$ cat src/rtl/rv_boot_pkg.sv
// Shared types and constants for the UART boot loader.
package rv_boot_pkg;

   localparam int unsigned BYTE_W        = 8;
   localparam int unsigned WORD_W        = 32;
   localparam logic [7:0]  SYNC_BYTE_DEF = 8'hA5;
   localparam int unsigned RELEASE_DELAY = 2;

   typedef enum logic [2:0] {
      ST_IDLE,
      ST_CNT,
      ST_DATA,
      ST_DONE,
      ST_ERROR
   } loader_state_e;

   typedef enum logic [1:0] {
      RX_IDLE,
      RX_START,
      RX_DATA,
      RX_STOP
   } rx_state_e;

   // Drop one byte into its little-endian lane of a 32-bit word.
   function automatic logic [WORD_W-1:0] put_byte(input logic [WORD_W-1:0] word,
                                                  input logic [1:0]        idx,
                                                  input logic [BYTE_W-1:0] b);
      logic [WORD_W-1:0] w;
      w = word;
      w[{idx, 3'b000} +: BYTE_W] = b;
      return w;
   endfunction

endpackage

$ cat src/rtl/uart_rx.sv
// 8N1 UART receiver with input synchroniser; one-cycle byte and framing-error pulses.
module uart_rx
   import rv_boot_pkg::*;
#(
   parameter int unsigned CLKS_PER_BIT = 868
) (
   input  logic       clk,
   input  logic       rst_n,
   input  logic       i_rx,
   output logic       o_byte_valid,
   output logic [7:0] o_byte_data,
   output logic       o_frame_err
);

   localparam int unsigned CNT_W = $clog2(CLKS_PER_BIT + 1);
   localparam int unsigned HALF  = CLKS_PER_BIT / 2;
   localparam logic [CNT_W-1:0] FULL_LAST = CNT_W'(CLKS_PER_BIT - 1);
   localparam logic [CNT_W-1:0] HALF_LAST = CNT_W'(HALF - 1);

   logic             r_rx_meta;
   logic             r_rx_sync;
   logic             r_rx_prev;
   rx_state_e        r_state;
   logic [CNT_W-1:0] r_cnt;
   logic [2:0]       r_bit;
   logic [7:0]       r_shift;
   logic             r_byte_valid;
   logic [7:0]       r_byte_data;
   logic             r_frame_err;

   // Two-flop synchroniser plus one delayed copy for falling-edge detection.
   always_ff @(posedge clk or negedge rst_n) begin
      if (!rst_n) begin
         r_rx_meta <= 1'b1;
         r_rx_sync <= 1'b1;
         r_rx_prev <= 1'b1;
      end else begin
         r_rx_meta <= i_rx;
         r_rx_sync <= r_rx_meta;
         r_rx_prev <= r_rx_sync;
      end
   end

   // Receive FSM: confirm start at half bit, then sample every full bit period.
   always_ff @(posedge clk or negedge rst_n) begin
      if (!rst_n) begin
         r_state      <= RX_IDLE;
         r_cnt        <= '0;
         r_bit        <= '0;
         r_shift      <= '0;
         r_byte_valid <= 1'b0;
         r_byte_data  <= '0;
         r_frame_err  <= 1'b0;
      end else begin
         r_byte_valid <= 1'b0;
         r_frame_err  <= 1'b0;
         unique case (r_state)
            RX_IDLE: begin
               if (r_rx_prev && !r_rx_sync) begin
                  r_state <= RX_START;
                  r_cnt   <= '0;
               end
            end
            RX_START: begin
               if (r_cnt == HALF_LAST) begin
                  r_cnt   <= '0;
                  r_bit   <= '0;
                  r_state <= r_rx_sync ? RX_IDLE : RX_DATA;
               end else begin
                  r_cnt <= r_cnt + CNT_W'(1);
               end
            end
            RX_DATA: begin
               if (r_cnt == FULL_LAST) begin
                  r_cnt   <= '0;
                  r_shift <= {r_rx_sync, r_shift[7:1]};
                  if (r_bit == 3'd7) begin
                     r_state <= RX_STOP;
                  end else begin
                     r_bit <= r_bit + 3'd1;
                  end
               end else begin
                  r_cnt <= r_cnt + CNT_W'(1);
               end
            end
            RX_STOP: begin
               if (r_cnt == FULL_LAST) begin
                  r_cnt   <= '0;
                  r_state <= RX_IDLE;
                  if (r_rx_sync) begin
                     r_byte_valid <= 1'b1;
                     r_byte_data  <= r_shift;
                  end else begin
                     r_frame_err <= 1'b1;
                  end
               end else begin
                  r_cnt <= r_cnt + CNT_W'(1);
               end
            end
            default: r_state <= RX_IDLE;
         endcase
      end
   end

   assign o_byte_valid = r_byte_valid;
   assign o_byte_data  = r_byte_data;
   assign o_frame_err  = r_frame_err;

endmodule

$ cat src/rtl/imem_uart_loader.sv
// Boot loader: fills instruction memory from a UART image, then releases core reset.
module imem_uart_loader
   import rv_boot_pkg::*;
#(
   parameter int unsigned CLK_FREQ   = 100000000,
   parameter int unsigned BAUD       = 115200,
   parameter int unsigned ADDR_WIDTH = 10,
   parameter logic [7:0]  SYNC_BYTE  = SYNC_BYTE_DEF
) (
   input  logic                  clk,
   input  logic                  rst_n,
   input  logic                  rx,
   output logic                  imem_we,
   output logic [ADDR_WIDTH-1:0] imem_addr,
   output logic [31:0]           imem_wdata,
   output logic                  core_rst_n,
   output logic                  busy,
   output logic                  done,
   output logic                  err
);

   localparam int unsigned CLKS_PER_BIT = CLK_FREQ / BAUD;
   localparam int unsigned IDX_W        = ADDR_WIDTH + 1;
   localparam int unsigned REL_W        = $clog2(RELEASE_DELAY + 1);
   localparam logic [32:0] DEPTH        = 33'(1) << ADDR_WIDTH;
   localparam logic [REL_W-1:0] REL_LAST = REL_W'(RELEASE_DELAY - 1);

   logic                  w_byte_valid;
   logic [7:0]            w_byte_data;
   logic                  w_frame_err;
   logic [31:0]           w_full_word;
   logic [IDX_W-1:0]      w_idx_next;
   logic                  w_last_word;

   loader_state_e         r_state;
   logic [1:0]            r_byte_idx;
   logic [31:0]           r_word;
   logic [31:0]           r_count;
   logic [IDX_W-1:0]      r_word_idx;
   logic [REL_W-1:0]      r_rel_cnt;
   logic                  r_imem_we;
   logic [ADDR_WIDTH-1:0] r_imem_addr;
   logic [31:0]           r_imem_wdata;
   logic                  r_core_rst_n;
   logic                  r_busy;
   logic                  r_done;
   logic                  r_err;

   uart_rx #(
      .CLKS_PER_BIT (CLKS_PER_BIT)
   ) u_uart_rx (
      .clk          (clk),
      .rst_n        (rst_n),
      .i_rx         (rx),
      .o_byte_valid (w_byte_valid),
      .o_byte_data  (w_byte_data),
      .o_frame_err  (w_frame_err)
   );

   // Word under assembly with the incoming byte merged in, and end-of-image test.
   assign w_full_word = put_byte(r_word, r_byte_idx, w_byte_data);
   assign w_idx_next  = r_word_idx + IDX_W'(1);
   assign w_last_word = (32'(w_idx_next) == r_count);

   // Loader FSM: sync, count, data words, then terminal DONE or ERROR.
   always_ff @(posedge clk or negedge rst_n) begin
      if (!rst_n) begin
         r_state      <= ST_IDLE;
         r_byte_idx   <= '0;
         r_word       <= '0;
         r_count      <= '0;
         r_word_idx   <= '0;
         r_rel_cnt    <= '0;
         r_imem_we    <= 1'b0;
         r_imem_addr  <= '0;
         r_imem_wdata <= '0;
         r_core_rst_n <= 1'b0;
         r_busy       <= 1'b0;
         r_done       <= 1'b0;
         r_err        <= 1'b0;
      end else begin
         r_imem_we <= 1'b0;
         unique case (r_state)
            ST_IDLE: begin
               if (w_byte_valid && (w_byte_data == SYNC_BYTE)) begin
                  r_state    <= ST_CNT;
                  r_busy     <= 1'b1;
                  r_byte_idx <= '0;
                  r_word_idx <= '0;
               end
            end
            ST_CNT: begin
               if (w_frame_err) begin
                  r_state <= ST_ERROR;
                  r_busy  <= 1'b0;
                  r_err   <= 1'b1;
               end else if (w_byte_valid) begin
                  r_word     <= w_full_word;
                  r_byte_idx <= r_byte_idx + 2'd1;
                  if (r_byte_idx == 2'd3) begin
                     r_count <= w_full_word;
                     if ({1'b0, w_full_word} > DEPTH) begin
                        r_state <= ST_ERROR;
                        r_busy  <= 1'b0;
                        r_err   <= 1'b1;
                     end else if (w_full_word == 32'd0) begin
                        r_state   <= ST_DONE;
                        r_busy    <= 1'b0;
                        r_done    <= 1'b1;
                        r_rel_cnt <= '0;
                     end else begin
                        r_state <= ST_DATA;
                     end
                  end
               end
            end
            ST_DATA: begin
               if (w_frame_err) begin
                  r_state <= ST_ERROR;
                  r_busy  <= 1'b0;
                  r_err   <= 1'b1;
               end else if (w_byte_valid) begin
                  r_word     <= w_full_word;
                  r_byte_idx <= r_byte_idx + 2'd1;
                  if (r_byte_idx == 2'd3) begin
                     r_imem_we    <= 1'b1;
                     r_imem_addr  <= r_word_idx[ADDR_WIDTH-1:0];
                     r_imem_wdata <= w_full_word;
                     r_word_idx   <= w_idx_next;
                     if (w_last_word) begin
                        r_state   <= ST_DONE;
                        r_busy    <= 1'b0;
                        r_done    <= 1'b1;
                        r_rel_cnt <= '0;
                     end
                  end
               end
            end
            ST_DONE: begin
               if (r_rel_cnt == REL_LAST) begin
                  r_core_rst_n <= 1'b1;
               end else begin
                  r_rel_cnt <= r_rel_cnt + REL_W'(1);
               end
            end
            ST_ERROR: begin
               r_core_rst_n <= 1'b0;
            end
            default: r_state <= ST_IDLE;
         endcase
      end
   end

   assign imem_we    = r_imem_we;
   assign imem_addr  = r_imem_addr;
   assign imem_wdata = r_imem_wdata;
   assign core_rst_n = r_core_rst_n;
   assign busy       = r_busy;
   assign done       = r_done;
   assign err        = r_err;

endmodule

$ cat config.mk
export PLATFORM = sky130hd
export DESIGN_NAME = imem_uart_loader
export DESIGN_NICKNAME = d
export VERILOG_FILES = /design/src/rtl/rv_boot_pkg.sv /design/src/rtl/uart_rx.sv /design/src/rtl/imem_uart_loader.sv
export SDC_FILE = /design/constraint.sdc
export NUM_CORES = 1
export LEC_CHECK = 0
export CAP_MARGIN = 20
export CORE_ASPECT_RATIO = 0.7
export CORE_MARGIN = 2
export CORE_UTILIZATION = 55
export DETAILED_ROUTE_END_ITERATION = 7
export PLACE_DENSITY = 0.76
export SETUP_SLACK_MARGIN = 0.02
export SYNTH_ARGS = -nofsm -noshare
export SYNTH_HDL_FRONTEND = slang
export SYNTH_SLANG_ARGS = --single-unit
$ cat constraint.sdc
create_clock -name clk -period 3.4 [get_ports clk]
set_input_delay 0.68 -clock clk [delete_from_list [all_inputs] [get_ports clk]]
set_output_delay 0.68 -clock clk [all_outputs]
set_load 0.03 [all_outputs]
# Yosys cells after proc, flatten, opt, wreduce, memory -nomap -nowiden

Index checks and enable logic that the tools add are counted.

Multipliers: 0
Multiplexer cells: 86
Reduce and logical (&&, ||, !) cells: 31
Divide/modulo/power cells: 0
$lt $le $gt $ge: 1
Shifts and indexed selects: 2
Bitwise gates (word level): 2
Eq/ne operators: 42
Add/subtract/negate cells: 6

Operator list:

| kind                                                             | number |
|---|---|
| 2-to-1 mux 11 bit                                                | 4 |
| 2-to-1 mux 2 bit                                                 | 19 |
| 2-to-1 mux 1 bit                                                 | 36 |
| 2-to-1 mux 3 bit                                                 | 12 |
| bitwise mux 32 bit                                               | 1 |
| == test 11 x 32 -> 1 bit                                         | 1 |
| greater-than comparator 32 x 11 -> 1 bit (second input constant) | 1 |
| logical NOT 32 bit                                               | 1 |
| variable shift 8 x 7 -> 32 bit (first input constant)            | 1 |
| variable part select 8 x 7 -> 32 bit                             | 1 |
| 2-to-1 mux 10 bit                                                | 3 |
| case mux 10 bit (3 select lines)                                 | 1 |
| inequality test 2 bit (second input constant)                    | 12 |
| case mux 11 bit (2 select lines)                                 | 1 |
| inequality test 2 x 1 -> 1 bit (second input constant)           | 9 |
| AND reduction 4 bit                                              | 4 |
| AND reduction 5 bit                                              | 3 |
| inequality test 3 x 2 -> 1 bit (second input constant)           | 4 |
| case mux 3 bit (4 select lines)                                  | 1 |
| adder 11 x 1 -> 11 bit (second input constant)                   | 1 |
| AND reduction 11 bit                                             | 1 |
| adder 10 x 1 -> 10 bit (second input constant)                   | 1 |
| == test 10 bit (second input constant)                           | 1 |
| == test 10 x 9 -> 1 bit (second input constant)                  | 1 |
| other kinds (30)                                                 | 50 |

RAM bits: 0
Latch bits: 0
Register bits after elaboration: 165
Output and inout port bits: 47
Logic and storage cells: 193
Memories: 0
ROM bits: 0
Input bits: 3

# Longest topological paths before layout

Gate-level depths: netlist of the first run.

Depth after elaboration: 10
Gate-level depth with buffers: 10

# Hierarchy

A second synthesis of the first run with hierarchy kept.

Cell total of the unflattened synthesis: 833
Area, all modules: 7748.7 µm²

By module, submodules not included:

| module           | seq. area each (µm²) | times used | area each (µm²) | cells each |
|---|---|---|---|---|
| imem_uart_loader | 3228.1               | 1          | 6084.6          | 694 |
| uart_rx          | 904.6                | 1          | 1664.1          | 139 |

# Worst setup path before layout of the first run

OpenSTA, ideal clock, no wires.

Path type: flip-flop to flip-flop
From: register r_byte_idx[0]
To: register r_busy, in the netlist busy
Slack: 0.779 ns
Period minus slack after synthesis: 2.621 ns
Arrival: 2.537 ns
Stages on the path, launching flop included: 10
Data required time: 3.316 ns
Path buffers: 1
Cells stage by stage: dfrtp_1 buf_2 inv_1 ha_1 nor3b_1 o211ai_2 nor3b_4 xnor2_1 or3b_1 a41oi_2

Longest elaborated chain between the ends: 9
Elaborated cells between the ends (all ways): 16

Ends and longest elaborated chain:

| element                                                                                       | RTL line                | RTL |
|---|---|---|
| start, declared                                                                               | imem_uart_loader.sv:36  | `logic [1:0] r_byte_idx;` |
| start signal, assigned                                                                        | imem_uart_loader.sv:99  | `r_byte_idx <= r_byte_idx + 2'd1;` |
| start signal, assigned                                                                        | imem_uart_loader.sv:124 | `r_byte_idx <= r_byte_idx + 2'd1;` |
| negator 5 -> 7 bit                                                                            | rv_boot_pkg.sv:30       | `w[{idx, 3'b000} +: BYTE_W] = b;` |
| variable part select 8 x 7 -> 32 bit / variable shift 8 x 7 -> 32 bit (equally long branches) | rv_boot_pkg.sv:30       |  |
| bitwise mux 32 bit                                                                            | rv_boot_pkg.sv:30       |  |
| greater-than comparator 32 x 11 -> 1 bit                                                      | imem_uart_loader.sv:102 | `if ({1'b0, w_full_word} > DEPTH) begin` |
| 2-to-1 mux 1 bit                                                                              | imem_uart_loader.sv:102 |  |
| 2-to-1 mux 1 bit                                                                              | imem_uart_loader.sv:100 | `if (r_byte_idx == 2'd3) begin` |
| 2-to-1 mux 1 bit                                                                              | imem_uart_loader.sv:97  | `end else if (w_byte_valid) begin` |
| 2-to-1 mux 1 bit                                                                              | imem_uart_loader.sv:93  | `if (w_frame_err) begin` |
| case mux 1 bit (3 select lines)                                                               | imem_uart_loader.sv:83  | `unique case (r_state)` |
| end signal, assigned                                                                          | imem_uart_loader.sv:87  | `r_busy <= 1'b1;` |
| end signal, assigned                                                                          | imem_uart_loader.sv:95  | `r_busy <= 1'b0;` |
| end signal, assigned                                                                          | imem_uart_loader.sv:104 | `r_busy <= 1'b0;` |
| end, declared                                                                                 | imem_uart_loader.sv:45  | `logic r_busy;` |

Several ways; a longest one is shown, not always the timed one. The select of a mux whose other input is x is not followed.
A chain may end at the register's enable or synchronous reset.

# Worst setup path after layout of the first run

From: register r_byte_idx[0]
To: register r_rel_cnt[1]

Longest elaborated chain between the ends: 6
Elaborated cells between the ends (all ways): 12

Ends and longest elaborated chain:

| element                                                                                       | RTL line                                         | RTL |
|---|---|---|
| negator 5 -> 7 bit                                                                            | rv_boot_pkg.sv:30                                |  |
| variable part select 8 x 7 -> 32 bit / variable shift 8 x 7 -> 32 bit (equally long branches) | rv_boot_pkg.sv:30                                |  |
| bitwise mux 32 bit                                                                            | rv_boot_pkg.sv:30                                |  |
| greater-than comparator 32 x 11 -> 1 bit / logical NOT 32 bit (equally long branches)         | imem_uart_loader.sv:102, imem_uart_loader.sv:106 |  |
| inequality test 2 bit (no line)                                                               | --                                               |  |
| AND reduction 11 bit (no line) *                                                              | --                                               |  |
| end signal, assigned                                                                          | imem_uart_loader.sv:143                          | `r_rel_cnt <= r_rel_cnt + REL_W'(1);` |
| end, declared                                                                                 | imem_uart_loader.sv:40                           | `logic [REL_W-1:0] r_rel_cnt;` |

Mark *: on every way between the ends. The rest lies on a longest branch, timed or not.

==> impl_metrics.yaml, run 1 <==
cells_and_area:
  layout.cells.non_filler: 1064
  area_growth_pct: 15.8
  antenna_cells: 0
  num-nets-final: 876
  drive_above_1_share_pct: 9.15
setup_path:
  cp.arrival_ns: 3.25
  crit_type: "flop to flop"
  timing.rr.start: "r_byte_idx[0]$_DFFE_PN0P_"
  rr_endpoint: "r_rel_cnt[1]$_DFFE_PN0P_"
  worstPathCellList: "inv_1, ha_1, nor3b_2, a31oi_1, or3b_2, o31ai_1, a41oi_1"
  cp_slowest_stage_delay_ns: 0.52
  critPathTopFamily: "compound AO/OA/AOI/OAI gates"
  crit_buf_inv: 1
  r2r_cells: 7
  end_kind: "flop"
  rrSetupSlack_ns: 0.42
  start_kind: "flop"
  cp_max_fo: 11
  critPathRequiredTime_ns: 3.67
  cpMaxStageDelayCell: "dfrtp_1"
clock_tree:
  cts_buffers: 17
  cts_sinks: 165
  root_buffer: "clkbuf_16"
  cts_max_level: 4
  postCtsSetupBuffers: 0
  cts_hold_buf: 0
  post_cts_resized: 0
  clockBufferDepth: 2
  cts.clk_slew.worst_paths_ns: 0.07
  cts_tree: "yes"
  insertion_delay_ns: 0.43
timing:
  rsz0062_at_grt: "false"
  slew_violations: 0
  fmax_mhz: 336
  hold_ws_ns: 0.127
  min_period_over_period_pct: 87.6
  fin_ws_ns: 0.422
  slew_headroom_pct: 41.9
  tightestPinTransition_ns: 0.868
  min_period_ns: 2.98
  hold_violations: 0
  finalSetupViolCount: 0
  skew_ns: 0.00923
  fin_setup_tns_ns: 0
run_status:
  status: "finished clean"
yosys:
  synth_ff_type: "dfrtp_1"
  synth_edf_count: 0
  ys_types: 72
  syn_inst: 835
  async_reset_ff_share_pct: 100
  yosysWarnings: 0
  postSynthAreaPerCell_um2: 9.38
  ys_seq_area_share_pct: 52.8
  syn_nets: 850
  synth_area_um2: 7830
  synth-seq-cells: 165
floorplan:
  die_y_um: 104
  chipWidth_um: 147
  dieArea_um2: 15200
  io_pins: 50
  fp.coreArea_um2: 13900
  initial_core_util_pct: 56.3
  num_rows: 36
detailed_routing:
  dr.pass1.iters: 6
  drc_errors: 0
  ant_nets: 0
  post_drt_wl_per_cell_um: 17.6
  drt_iter0_drc: 508
  post_drt_via_cell_ratio: 6.00
  route.final.wire_length_um: 18700
  vias: 6384
placed_design:
  dp_slack_ns: 0.459
  hpwl_um: 12700
  place.gp.congestion: 0.909
  port_buffers: 49
  dp.cells: 1030
flow_run:
  cap_violations: 0
global_route:
  antenna_found_initial: 0
  grt_pass1_wl_um: 30900
  first_global_vias: 6040
  grt_overflow: 0
  grt_usage_pct: 25.4
  grt_max_degree: 93
min_path:
  hold_class: "primary input to asynchronous set/reset pin"
pwr:
  combPwrFrac_pct: 4.5
  vdd_drop_max_v: 0.000336
  p_per_area_nw_per_um2: 465
  p_switching_uw: 967
  clkPwrFrac_pct: 47.7
  internal_power_mw: 3.25
  p_total_mw: 4.22
  p_leak_nw: 3.93
  power_frac_seq_pct: 47.8
  netSwitchingFraction_pct: 22.9
==> cell usage in the layout, fill, tap and decap left out, drive strengths merged, types with 5 or more instances in the layout <==
cell / instances
a21oi: 26
a22o: 8
a22oi: 5
a31oi: 20
and3: 9
buf: 12
clkbuf: 19
clkdlybuf4s50: 48
dfrtp: 162
ha: 12
inv: 20
mux2: 18
nand2: 173
nand3: 9
nand4: 8
nor2: 44
nor2b: 18
nor3: 10
nor3b: 9
nor4: 9
o21ai: 135
o31ai: 7
or4: 8
xnor2: 9
==> final cells by class <==
class | instances | area, µm²
repair buffers | 60 | 584
clock buffers | 19 | 453
flip-flops and latches | 165 | 4130
fillers | 1082 | 4850
multi-input cells | 600 | 3430
clock inverters | 13 | 171
inverters | 17 | 63.8
well taps | 190 | 238
==> routing by layer <==
| metal | track usage (%) | share of wire (%) | wire length, µm |
|---|---|---|---|
| met5 | 0 | 0 | 0 |
| met4 | 5.89 | 1.2 | 222 |
| met3 | 6.67 | 6.5 | 1210 |
| met2 | 39.1 | 46 | 8680 |
| met1 | 36.5 | 46 | 8570 |
==> logic make-up (layout without fill, tap and decap cells) <==
logic type | after synthesis | count (layout) | share of synthesized area [%]
flops | 165 | 165 | 52.8
compound gates | 231 | 231 | 17.3
mux | 19 | 19 | 2.72
xor+xnor | 13 | 13 | 1.45
buf+inv | 70 | 109 | 3.59
fa+ha+maj | 12 | 12 | 1.92
simple gates | 325 | 325 | 20.3
==> worst max-delay path by stage <==
| stage | from | end | slack (ns) | depth (start not counted) |
|---|---|---|---|---|
| finish | r_byte_idx[0]$_DFFE_PN0P_ | r_rel_cnt[1]$_DFFE_PN0P_ | 0.42 | 7 |
| global route | r_byte_idx[0]$_DFFE_PN0P_ | r_rel_cnt[1]$_DFFE_PN0P_ | 0.21 | 7 |
| floorplan | r_byte_idx[0]$_DFFE_PN0P_ | busy$_DFFE_PN0P_ | 0.78 | 9 |
| global placement | r_byte_idx[0]$_DFFE_PN0P_ | r_rel_cnt[1]$_DFFE_PN0P_ | 0.72 | 7 |
| detailed placement | r_byte_idx[0]$_DFFE_PN0P_ | r_rel_cnt[1]$_DFFE_PN0P_ | 0.46 | 7 |
| CTS | r_byte_idx[0]$_DFFE_PN0P_ | r_rel_cnt[1]$_DFFE_PN0P_ | 0.47 | 7 |
==> cell usage after synthesis, drive strengths merged (3+ instances only) <==
cell	n	area (µm²)
a41oi	3	33.8
a31oi	20	125
and2	3	18.8
or3b	3	26.3
a22oi	5	42.5
and3	9	56.3
xnor2	9	78.8
nand2b	4	25.0
nor4	9	56.3
clkbuf	45	171
buf	8	46.3
a22o	8	71.3
nor4bb	3	30.0
nor2b	18	113
nand4	8	50.1
ha	12	150
mux2	18	203
nor3	10	50.1
nor2	44	165
o31ai	7	52.6
inv	16	60.1
o41ai	3	26.3
dfrtp	162	4050
a21oi	26	130
o21ai	135	676
and4	3	28.8
nor3b	9	83.8
o211ai	4	35.0
nand2	173	649
or3	4	25.0
nand3	9	57.6
dfstp	3	78.8
or4	8	63.8
xor2	4	35.0
==> flip-flops by register name (all words and copies together), names as in the netlist, 2 cells and up, named ones only <==
| register | count |
|---|---|
| r_state | 3 |
| u_uart_rx.o_byte_data | 8 |
| r_count | 32 |
| u_uart_rx.r_shift | 8 |
| u_uart_rx.r_bit | 3 |
| u_uart_rx.r_cnt | 10 |
| r_word | 32 |
| r_word_idx | 11 |
| r_byte_idx | 2 |
| imem_addr | 10 |
| imem_wdata | 32 |
| r_rel_cnt | 2 |
==> through the flow <==
step / area [µm²] / util, %
floorplan: 7830 / -
global placement: 8440 / 60.6
detailed placement: 8440 / 60.6
CTS: 9060 / 65.1
global route: 9070 / 65.2
finish: 9070 / 65.2
==> power groups by stage <==
stage / clock, mW / sequential [mW] / combinational, mW
6_report: 2.02 / 2.02 / 0.189
5_1_grt: 2.15 / 2.02 / 0.215
4_1_cts: 2.04 / 2.02 / 0.188
3_5_place_dp: 0 / 2.05 / 0.187
3_3_place_gp: 0 / 2.05 / 0.175
2_1_floorplan: 0 / 2.05 / 0.113
(Power assumes the default switching activity.)
==> run 2, diff against run 1 <==
- TNS_END_PERCENT: unset -> 1
==> results of run 2 <==
The final DEF is identical to that of run 1; final timing and power are the same.
==> variant: new RTL, flow settings as in run 2 <==
Change the parameter `BAUD` from 115200 to 57600.
--- a/src/rtl/imem_uart_loader.sv
+++ b/src/rtl/imem_uart_loader.sv
@@ -3,7 +3,7 @@
    import rv_boot_pkg::*;
 #(
    parameter int unsigned CLK_FREQ   = 100000000,
-   parameter int unsigned BAUD       = 115200,
+   parameter int unsigned BAUD       = 57600,
    parameter int unsigned ADDR_WIDTH = 10,
    parameter logic [7:0]  SYNC_BYTE  = SYNC_BYTE_DEF
 ) (
Behaviour: no difference found for any inputs over 4 cycles, from zero or initial values and one cycle with rst_n low; that may be too few to reach the edited logic, so the function may still have changed.
==> variant against run 2 <==
Total power fell by 0.67%. Sequential cell count rose by 1. Sequential power rose by 4%. Non-clock buffer count fell by 2. Global-route usage fell by 0.078 points. Worst setup slack got worse by 82 ps. First-iteration DRC count rose by 14%. Synthesized area rose by 0.62%. Final cell count rose by 2.4%. Design area barely moved. Routed wire length fell by 1.6%.
==> variant: results (changes against run 2) <==
[metrics] net count of the mapped netlist: 871 (+2.5%)
[metrics] Detailed Routing Iterations Pass 1: 5 (-1)
[metrics] fill cell instance count of the final layout: 1114 (+3.0%)
[metrics] Gate Count Post-Synth: 857 (+2.6%)
[metrics] P_leak: 3.953 nW (+0.52%)
[metrics] Non-clock buffer share: 6.297% (-0.14 points)
[metrics] met2 usage: 36.18% (-2.9 points)
[metrics] post-route insts no fill: 1090 (+2.4%)
[metrics] top cells by instance count after synthesis: 185 x nand2_1, 163 x dfrtp_1, 144 x o21ai_0
[metrics] clock buf count: 18 (-1)
[metrics] share of synthesized flip-flops with an asynchronous set or reset: 100.0% (unchanged)
[metrics] status: completed
[metrics] first-pass GRT wire length: 30.86 mm (-0.22%)
[metrics] maximum number of pins on one net before global-route repair: 89 (-4.3%)
[metrics] Post-Route Hold Slack: 317.6 ps (+190.9 ps)
[metrics] endpoint arrival time on the critical path: 3380 ps (+130 ps)
[metrics] largest clock skew in the final design: 12.25 ps (+3.022 ps)
[metrics] summed area of non-filler cells in the final layout: 9080 sq um (about the same)
[metrics] violation count after the first detailed-route iteration: 581 (+14%)
[metrics] Reg2Reg Depth: 9 (+2)
[metrics] count of plain and timing-repair buffers in the layout: 58 (-3.3%)
[metrics] global router's overall resource usage: 25.36% (-0.078 points)
[metrics] vias in the first global route: 6002 (-0.63%)
[metrics] worst-case headroom to the max-slew limit: 37.82% (-4.1 points)
[metrics] met2 WL post-DR: 8.121 mm (-6.5%)
[metrics] synthesized-area fraction occupied by adder cells: 1.746% (-0.17 points)
[metrics] Sink Count: 166 (+0.61%)
[metrics] clock transition time at the flip-flop clock pins of the worst setup and hold paths: 70 ps (about the same)
[metrics] Total Die Area: 15320 sq um (+0.60%)
[metrics] delay contributed by the slowest stage of the critical path: 550 ps (+30 ps)
[metrics] final layout net count: 901 (+2.9%)
[metrics] crit-path max FO: 11 (unchanged)
[metrics] compound-cell area share of the yosys netlist: 17.70% (+0.38 points)
[metrics] final weighted congestion of routability-driven global placement: 0.8896 (-2.2%)
[metrics] DPL Wire Length: 13.03 mm (+2.4%)
[metrics] via count of the routed design: 6412 (+0.44%)
[metrics] library cells used by synthesis: 63 (-13%)
[metrics] wire length reported by the detailed router: 18.39 mm (-1.6%)
[metrics] GR Layer Usage met1: 38.66% (+2.1 points)
[metrics] Routed met3 length: 1.332 mm (+9.7%)
[metrics] Area after DPL: 8498 sq um (+0.74%)
[metrics] relative area of clock buffers and inverters in the final design: 6.408% (-0.47 points)
[metrics] portion of netlist area occupied by mux cells: 2.413% (-0.30 points)
[metrics] inverter count of the layout excluding clock inverters: 15 (-2)
[metrics] number of multi-input combinational cells in the layout: 629 (+4.8%)
[metrics] final critical-path share of the clock period: 89.99% (+2.4 points)
[metrics] VDD IR max: 0.3885 mV (+16%)
[metrics] fraction of standard cell area in multi-input logic: 38.27% (+0.46 points)
[variant: power groups by stage]
stage               combinational, mW  clock, mW  sequential, mW
floorplan                       0.128          0            2.11
global placement                0.176          0            2.13
detailed placement              0.190          0            2.14
CTS                             0.189       1.92            2.10
global route                    0.226       2.03            2.12
finish                          0.184       1.90            2.11
[variant: how the worst max path moves through the flow]
| stage | end | slack, ps | depth (start not counted) |
|---|---|---|---|
| after floorplan | r_rel_cnt[1] | 830 | 11 |
| after global placement | r_rel_cnt[1] | 590 | 9 |
| after detailed placement | r_rel_cnt[1] | 370 | 9 |
| after CTS | r_rel_cnt[1] | 360 | 9 |
| after global routing | r_rel_cnt[1] | 90 | 9 |
| final | r_rel_cnt[1] | 340 | 9 |
[variant: worst register-to-register path: cells and delay by family, from the launching register on]
kind,cells,cell delay [ps]
flops,1,550
fa+ha+maj,1,420
simple gates,2,490
buf+inv,1,160
compound gates,5,1330
